<file path="config.mk">
export PLATFORM = sky130hd
export DESIGN_NAME = rng_share_ctrl
export DESIGN_NICKNAME = d
export VERILOG_FILES = /design/src/rtl/rng_share_ctrl_pkg.sv /design/src/rtl/rng_share_ctrl_arb.sv /design/src/rtl/rng_share_ctrl.sv
export SDC_FILE = /design/constraint.sdc
export NUM_CORES = 1
export LEC_CHECK = 0
export ABC_AREA = 1
export BUFFER_PORTS_ARGS = -buffer_cell sky130_fd_sc_hd__buf_2
export CAP_MARGIN = 20
export CORE_ASPECT_RATIO = 0.6
export CORE_MARGIN = 2
export CORE_UTILIZATION = 58
export CTS_CLUSTER_DIAMETER = 50
export DETAILED_ROUTE_END_ITERATION = 10
export MAX_ROUTING_LAYER = met4
export PLACE_DENSITY_LB_ADDON = 0.08
export SETUP_SLACK_MARGIN = 0.05
export SLEW_MARGIN = 20
export SYNTH_ARGS = -nofsm -noshare
export SYNTH_HDL_FRONTEND = slang
export SYNTH_SLANG_ARGS = --single-unit
</file>
<file path="constraint.sdc">
create_clock -name clk -period 6.8 [get_ports clk]
set_clock_uncertainty 0.15 [all_clocks]
set_input_delay 1.36 -clock clk [delete_from_list [all_inputs] [get_ports clk]]
set_output_delay 1.36 -clock clk [all_outputs]
set_load 0.02 [all_outputs]
</file>
<file path="src/rtl/rng_share_ctrl_pkg.sv">
// Shared types, constants and LFSR helpers for the shared random-number controller.
package rng_pkg;

  typedef enum logic [1:0] {
    IDLE = 2'd0,
    WARM = 2'd1,
    RUN  = 2'd2
  } rng_state_t;

  // Substituted for an all-ones seed, which is the lock-up state of an XNOR LFSR.
  localparam logic [63:0] DEFAULT_SEED = 64'h0123_4567_89AB_CDEF;

  // One shift of the 64-bit XNOR LFSR (taps 64,63,61,60).
  function automatic logic [63:0] lfsr64_step(input logic [63:0] s);
    return {s[62:0], ~(s[63] ^ s[62] ^ s[60] ^ s[59])};
  endfunction

  // Replace the lock-up value so the register can never stall.
  function automatic logic [63:0] seed_guard(input logic [63:0] s);
    return (s == '1) ? DEFAULT_SEED : s;
  endfunction

endpackage

</file>
<file path="src/rtl/rng_share_ctrl_arb.sv">
// Combinational round-robin arbiter: picks the first set request bit
// searching upward from ptr+1, wrapping modulo NREQ.
module rr_arbiter #(
  parameter int NREQ = 4,
  parameter int IDW  = $clog2(NREQ)
) (
  input  logic [NREQ-1:0] req,
  input  logic [IDW-1:0]  ptr,
  output logic [NREQ-1:0] win,
  output logic [IDW-1:0]  win_idx
);

  logic           w_found;
  logic [IDW-1:0] w_idx;

  // Rotating priority search; the last granted index has lowest priority.
  always_comb begin
    win     = '0;
    win_idx = '0;
    w_found = 1'b0;
    w_idx   = '0;
    for (int k = 1; k <= NREQ; k++) begin
      w_idx = IDW'((int'(ptr) + k) % NREQ);
      if (!w_found && req[w_idx]) begin
        w_found      = 1'b1;
        win[w_idx]   = 1'b1;
        win_idx      = w_idx;
      end
    end
  end

endmodule

</file>
<file path="src/rtl/rng_share_ctrl.sv">
// Owns a 64-bit XNOR LFSR and shares it between NREQ requesters.
// Sequence: seed load -> WARMUP discarded steps -> free-running RUN where
// round-robin grants hand out OUT_W-bit words at least OUT_W cycles apart,
// so no LFSR bit is handed out twice.
//
// Handshake: a requester raises req[i] and holds it until it observes
// gnt[i]; gnt is a one-cycle pulse with rnd_valid, rnd_data and rnd_id
// valid in the same cycle. req[i] still high in the following cycle is a
// new request. Dropping req before the grant is allowed.
module rng_share_ctrl
  import rng_pkg::*;
#(
  parameter int NREQ   = 4,
  parameter int OUT_W  = 16,
  parameter int WARMUP = 64
) (
  input  logic                    clk,
  input  logic                    reset,
  input  logic [63:0]             seed_in,
  input  logic                    seed_load,
  input  logic [NREQ-1:0]         req,
  output logic [NREQ-1:0]         gnt,
  output logic                    rnd_valid,
  output logic [OUT_W-1:0]        rnd_data,
  output logic [$clog2(NREQ)-1:0] rnd_id,
  output logic                    rng_ready
);

  localparam int IDW   = $clog2(NREQ);
  localparam int GAP_W = 6;

  rng_state_t       r_state;
  rng_state_t       w_state_nxt;
  logic [63:0]      r_lfsr;
  logic [7:0]       r_warm_cnt;
  logic [GAP_W-1:0] r_gap_cnt;
  logic [IDW-1:0]   r_rr_ptr;
  logic [NREQ-1:0]  r_gnt;
  logic             r_valid;
  logic [OUT_W-1:0] r_data;
  logic [IDW-1:0]   r_id;
  logic             r_ready;

  logic [NREQ-1:0]  w_win;
  logic [IDW-1:0]   w_win_idx;
  logic             w_grant;

  rr_arbiter #(
    .NREQ (NREQ),
    .IDW  (IDW)
  ) u_arb (
    .req     (req),
    .ptr     (r_rr_ptr),
    .win     (w_win),
    .win_idx (w_win_idx)
  );

  // State register.
  always_ff @(posedge clk or posedge reset) begin
    if (reset) begin
      r_state <= IDLE;
    end else begin
      r_state <= w_state_nxt;
    end
  end

  // Next state: a seed load wins over everything; WARM ends on its last step.
  always_comb begin
    w_state_nxt = r_state;
    if (seed_load) begin
      w_state_nxt = (WARMUP > 0) ? WARM : RUN;
    end else begin
      case (r_state)
        IDLE:    w_state_nxt = IDLE;
        WARM:    if (r_warm_cnt <= 8'd1) w_state_nxt = RUN;
        RUN:     w_state_nxt = RUN;
        default: w_state_nxt = IDLE;
      endcase
    end
  end

  // Grant decision: RUN only, spacing elapsed, someone asking, no reseed this edge.
  always_comb begin
    w_grant = (r_state == RUN) && !seed_load && (r_gap_cnt == '0) && (|req);
  end

  // LFSR, counters, round-robin pointer and registered outputs.
  always_ff @(posedge clk or posedge reset) begin
    if (reset) begin
      r_lfsr     <= '0;
      r_warm_cnt <= '0;
      r_gap_cnt  <= '0;
      r_rr_ptr   <= IDW'(NREQ - 1);
      r_gnt      <= '0;
      r_valid    <= 1'b0;
      r_data     <= '0;
      r_id       <= '0;
      r_ready    <= 1'b0;
    end else begin
      r_ready <= (w_state_nxt == RUN);
      r_gnt   <= w_grant ? w_win : '0;
      r_valid <= w_grant;
      if (seed_load) begin
        r_lfsr     <= seed_guard(seed_in);
        r_warm_cnt <= 8'(WARMUP);
        r_gap_cnt  <= '0;
      end else begin
        case (r_state)
          WARM: begin
            r_lfsr     <= lfsr64_step(r_lfsr);
            r_warm_cnt <= r_warm_cnt - 8'd1;
          end
          RUN: begin
            r_lfsr <= lfsr64_step(r_lfsr);
            if (w_grant) begin
              // Hand out the pre-step low bits; the gap guarantees fresh bits next time.
              r_data    <= r_lfsr[OUT_W-1:0];
              r_id      <= w_win_idx;
              r_rr_ptr  <= w_win_idx;
              r_gap_cnt <= GAP_W'(OUT_W - 1);
            end else if (r_gap_cnt != '0) begin
              r_gap_cnt <= r_gap_cnt - 1'b1;
            end
          end
          default: begin
          end
        endcase
      end
    end
  end

  assign gnt       = r_gnt;
  assign rnd_valid = r_valid;
  assign rnd_data  = r_data;
  assign rnd_id    = r_id;
  assign rng_ready = r_ready;

endmodule

</file>
==> qor.csv <==
stage,metric,value,unit
critical_path,R2R Setup Slk,4.28,ns
critical_path,crit path DAT,3.52,ns
cts,clk buf depth,2,
die,IO Count,95,
die,Initial Util,59.8,%
critical_path,"Data required, critical path",6.91,ns
global_route,first-pass GRT wire length,23300,um
cts,htree depth,3,
die,Chip Height,79.6,um
critical_path,crit path max fanout,52,
global_route,vias in the first global route,4718,
die,row count,27,
critical_path,"Slowest-stage cell, CP",inv_2,
critical_path,CP Capture Point,r_lfsr[30],
synth,largest family of logic cells by synthesized area,simple AND/OR/NAND/NOR gates,
final_layout,fillers,785,
final_layout,ant diodes,0,
global_route,largest net degree at the start of global routing,64,
power,P_leak,3.11,nW
timing,"Slew Viols, Final",0,
place,routability cong.,0.903,
power,Switching Fraction,33.5,%
route,Total Wirelength,14400,um
power,part of the power in registers,44.9,%
synth,xor/xnor cell area share of the yosys netlist,0.793,%
synth,post-synthesis sequential area ratio,48.1,%
timing,fmax,293,MHz
cts,Resized Gates After CTS,0,
min_path,min-delay worst type,register to register,
critical_path,Top delay family on crit path,buffers and inverters,
synth,main flop type after synthesis,dfrtp_1,
timing,crit share post-route,50.1,%
timing,"Hold Violations, Final",0,
critical_path,Critical path buffers and inverters,3,
critical_path,R2R cell count,7,
synth,commonest cells in the netlist,"185 x nand2_1, 104 x dfrtp_1, 55 x inv_1, 51 x nor2_1, 49 x a21oi_1",
critical_path,max incr delay on CP,0.73,ns
synth,most frequent cell after synthesis,nand2_1,
synth,simple-gate share of the synthesized area,23.4,%
final_layout,post-route cell area,6320,um2
cts,CTS tree,built,
final_layout,Area Overhead vs Synth,14.6,%
synth,"FF+latch count, synth",106,
power,P_int,1.18,mW
min_path,Hold Path Depth,2,
cts,clock-pin slew on the worst setup and hold paths,0.07,ns
synth,Post-synth ARST share,100,%
timing,crit path time final,3.41,ns
route,initial drt markers,487,
synth,Yosys top cell area share,47.2,%
place,Area after DPL,6030,um2
power,NetSw,0.597,mW
route,"antenna viol nets, final",0,
critical_path,FF-to-FF End,r_lfsr[30],
timing,slew margin rel.,34.5,%
synth,syn avg cell area,7.96,um2
critical_path,worst setup path start,seed_load,
die,die area,10300,um2
critical_path,critical path depth in cells,6,
timing,final setup fails,0,
route,via count,5165,
power,Gate power share,25.7,%
run_status,status,finished clean,
route,Remaining DRCs,0,
critical_path,worst r2r src,r_state[0],
critical_path,Setup crit start kind,input pin,
synth,syn nets,778,
die,core area,9220,um2
synth,"Cell Area, Synth",5520,um2
synth,Synth Area in Adders,3.17,%
cts,clk sinks,106,
timing,unrepaired setup endpoints after global routing,no,
cts,Post-CTS Setup Inserts,0,
place,dpl hpwl,10100,um
synth,"EDFF count, synth",0,
synth,multiplexer area fraction after synthesis,0,%
route,DR WL/cell,15.9,um
synth,post-synthesis cell count,693,
global_route,initial antenna violation count,0,
synth,Ys Warns,0,
die,Die W,130,um
synth,library cells used by synthesis,35,
cts,CTS buffer count,9,
critical_path,worst path cell trace,"buf_2, buf_4, nor2_4, inv_2, o22ai_1, a21oi_1",
cts,cts-stage hold buffer count,0,
route,DRT Pass-1 Iters,5,
synth,Compound-Gate Fraction of Synth Area,17.6,%
power,Worst VDD drop,173,uV
global_route,Tot GR Track Use,29.8,%
synth,Synth area leaders,"dfrtp_1 47%, nand2_1 13%, o22ai_1 4.8%, a21oi_1 4.4%, o21ai_0 4.3%",
cts,clock latency on the worst-skew pair,0.35,ns
synth,Synth area leader,dfrtp_1,
power,Clk network pwr share,29.4,%
global_route,Overflow after GRT,0,
critical_path,critical path endpoint category,register,
critical_path,WS Path Type,input pin to register,
timing,setup_tns,0,ns
timing,worst-margin pin slew,0.980,ns
place,PortBufs,94,
power,pwr dens,282,nW/um2
final_layout,# nets final,854,
final_layout,layout cell share with drive strength beyond 1,18.5,%
route,vias per inst,5.71,
cts,CTS root buf,clkbuf_16,
run,max_cap viols,0,
layout by cell type (no fill, tap or decap), types with 14 or more instances in the layout:
cell	count
nand2_1	185
dfrtp_1	104
buf_2	94
inv_1	54
nor2_1	51
a21oi_1	49
o21ai_0	47
o22ai_1	42
nand3_1	28
o21ai_1	16
ha_1	14
worst min-delay path, stage by stage, from the launching register on:
cell     delay (ns)
dfrtp_1        0.34
nand2_1        0.05
nand2_1        0.04
power groups by stage:
stage               logic [mW]  registers, mW  clock network, mW
floorplan                0.303          0.820                  0
global placement         0.437          0.805                  0
detailed placement       0.453          0.806                  0
CTS                      0.455          0.796              0.531
global route             0.509          0.808              0.551
finish                   0.458          0.798              0.523
flip-flops by register name (all words and copies together), names as in the netlist:
register,cells
r_lfsr,64
rnd_data,16
r_warm_cnt,8
r_gap_cnt,6
gnt,4
r_rr_ptr,2
r_state,2
rnd_id,2
rnd_valid,1
rng_ready,1
through the flow:
stage	util [%]	total power [mW]	worst slack (ns)	hold slack [ns]	cells
global placement	65.3	1.24	3.20	0.300	888
detailed placement	65.3	1.26	3.11	0.303	888
finish	68.6	1.78	3.39	0.318	904
floorplan	-	1.12	2.50	0.284	693
CTS	68.6	1.78	3.47	0.320	904
global route	68.6	1.87	3.24	0.344	904
routing by layer:
metal | global-route usage [%] | up-vias | share of wire (%)
met5 | - | - | 0
met4 | 7.96 | 0 | 1.6
met1 | 44.3 | 2441 | 48
met3 | 5.36 | 25 | 7.2
li1 | - | 2472 | -
met2 | 42.2 | 227 | 43
cell type report:
class                      instances  area, um2  area share [%]
tap                              130        163            2.57
clock inverter                     5       53.8           0.851
timing repair buffer              96        485            7.68
multi-input combinational        493       2480            39.2
inverter                          63        241            3.82
clock buffer                      11        243            3.84
sequential                       106       2660            42.0
how the worst min path moves through the flow:
stage | start | endpoint
after floorplan | r_warm_cnt[7] | r_warm_cnt[7]
after global placement | rnd_data[13] | rnd_data[13]
after detailed placement | rnd_data[12] | rnd_data[12]
after CTS | rnd_data[12] | rnd_data[12]
after global routing | rnd_data[9] | rnd_data[9]
final | rnd_data[12] | rnd_data[12]
logic make-up after synthesis:
kind of cell,after synthesis
adder cells (fa/ha/maj),14
flip-flops,106
XOR/XNOR,5
buffers and inverters,94
AO/OA/AOI/OAI,173
AND/OR/NAND/NOR,301
No activity file was read; power rests on OpenSTA's default activity.
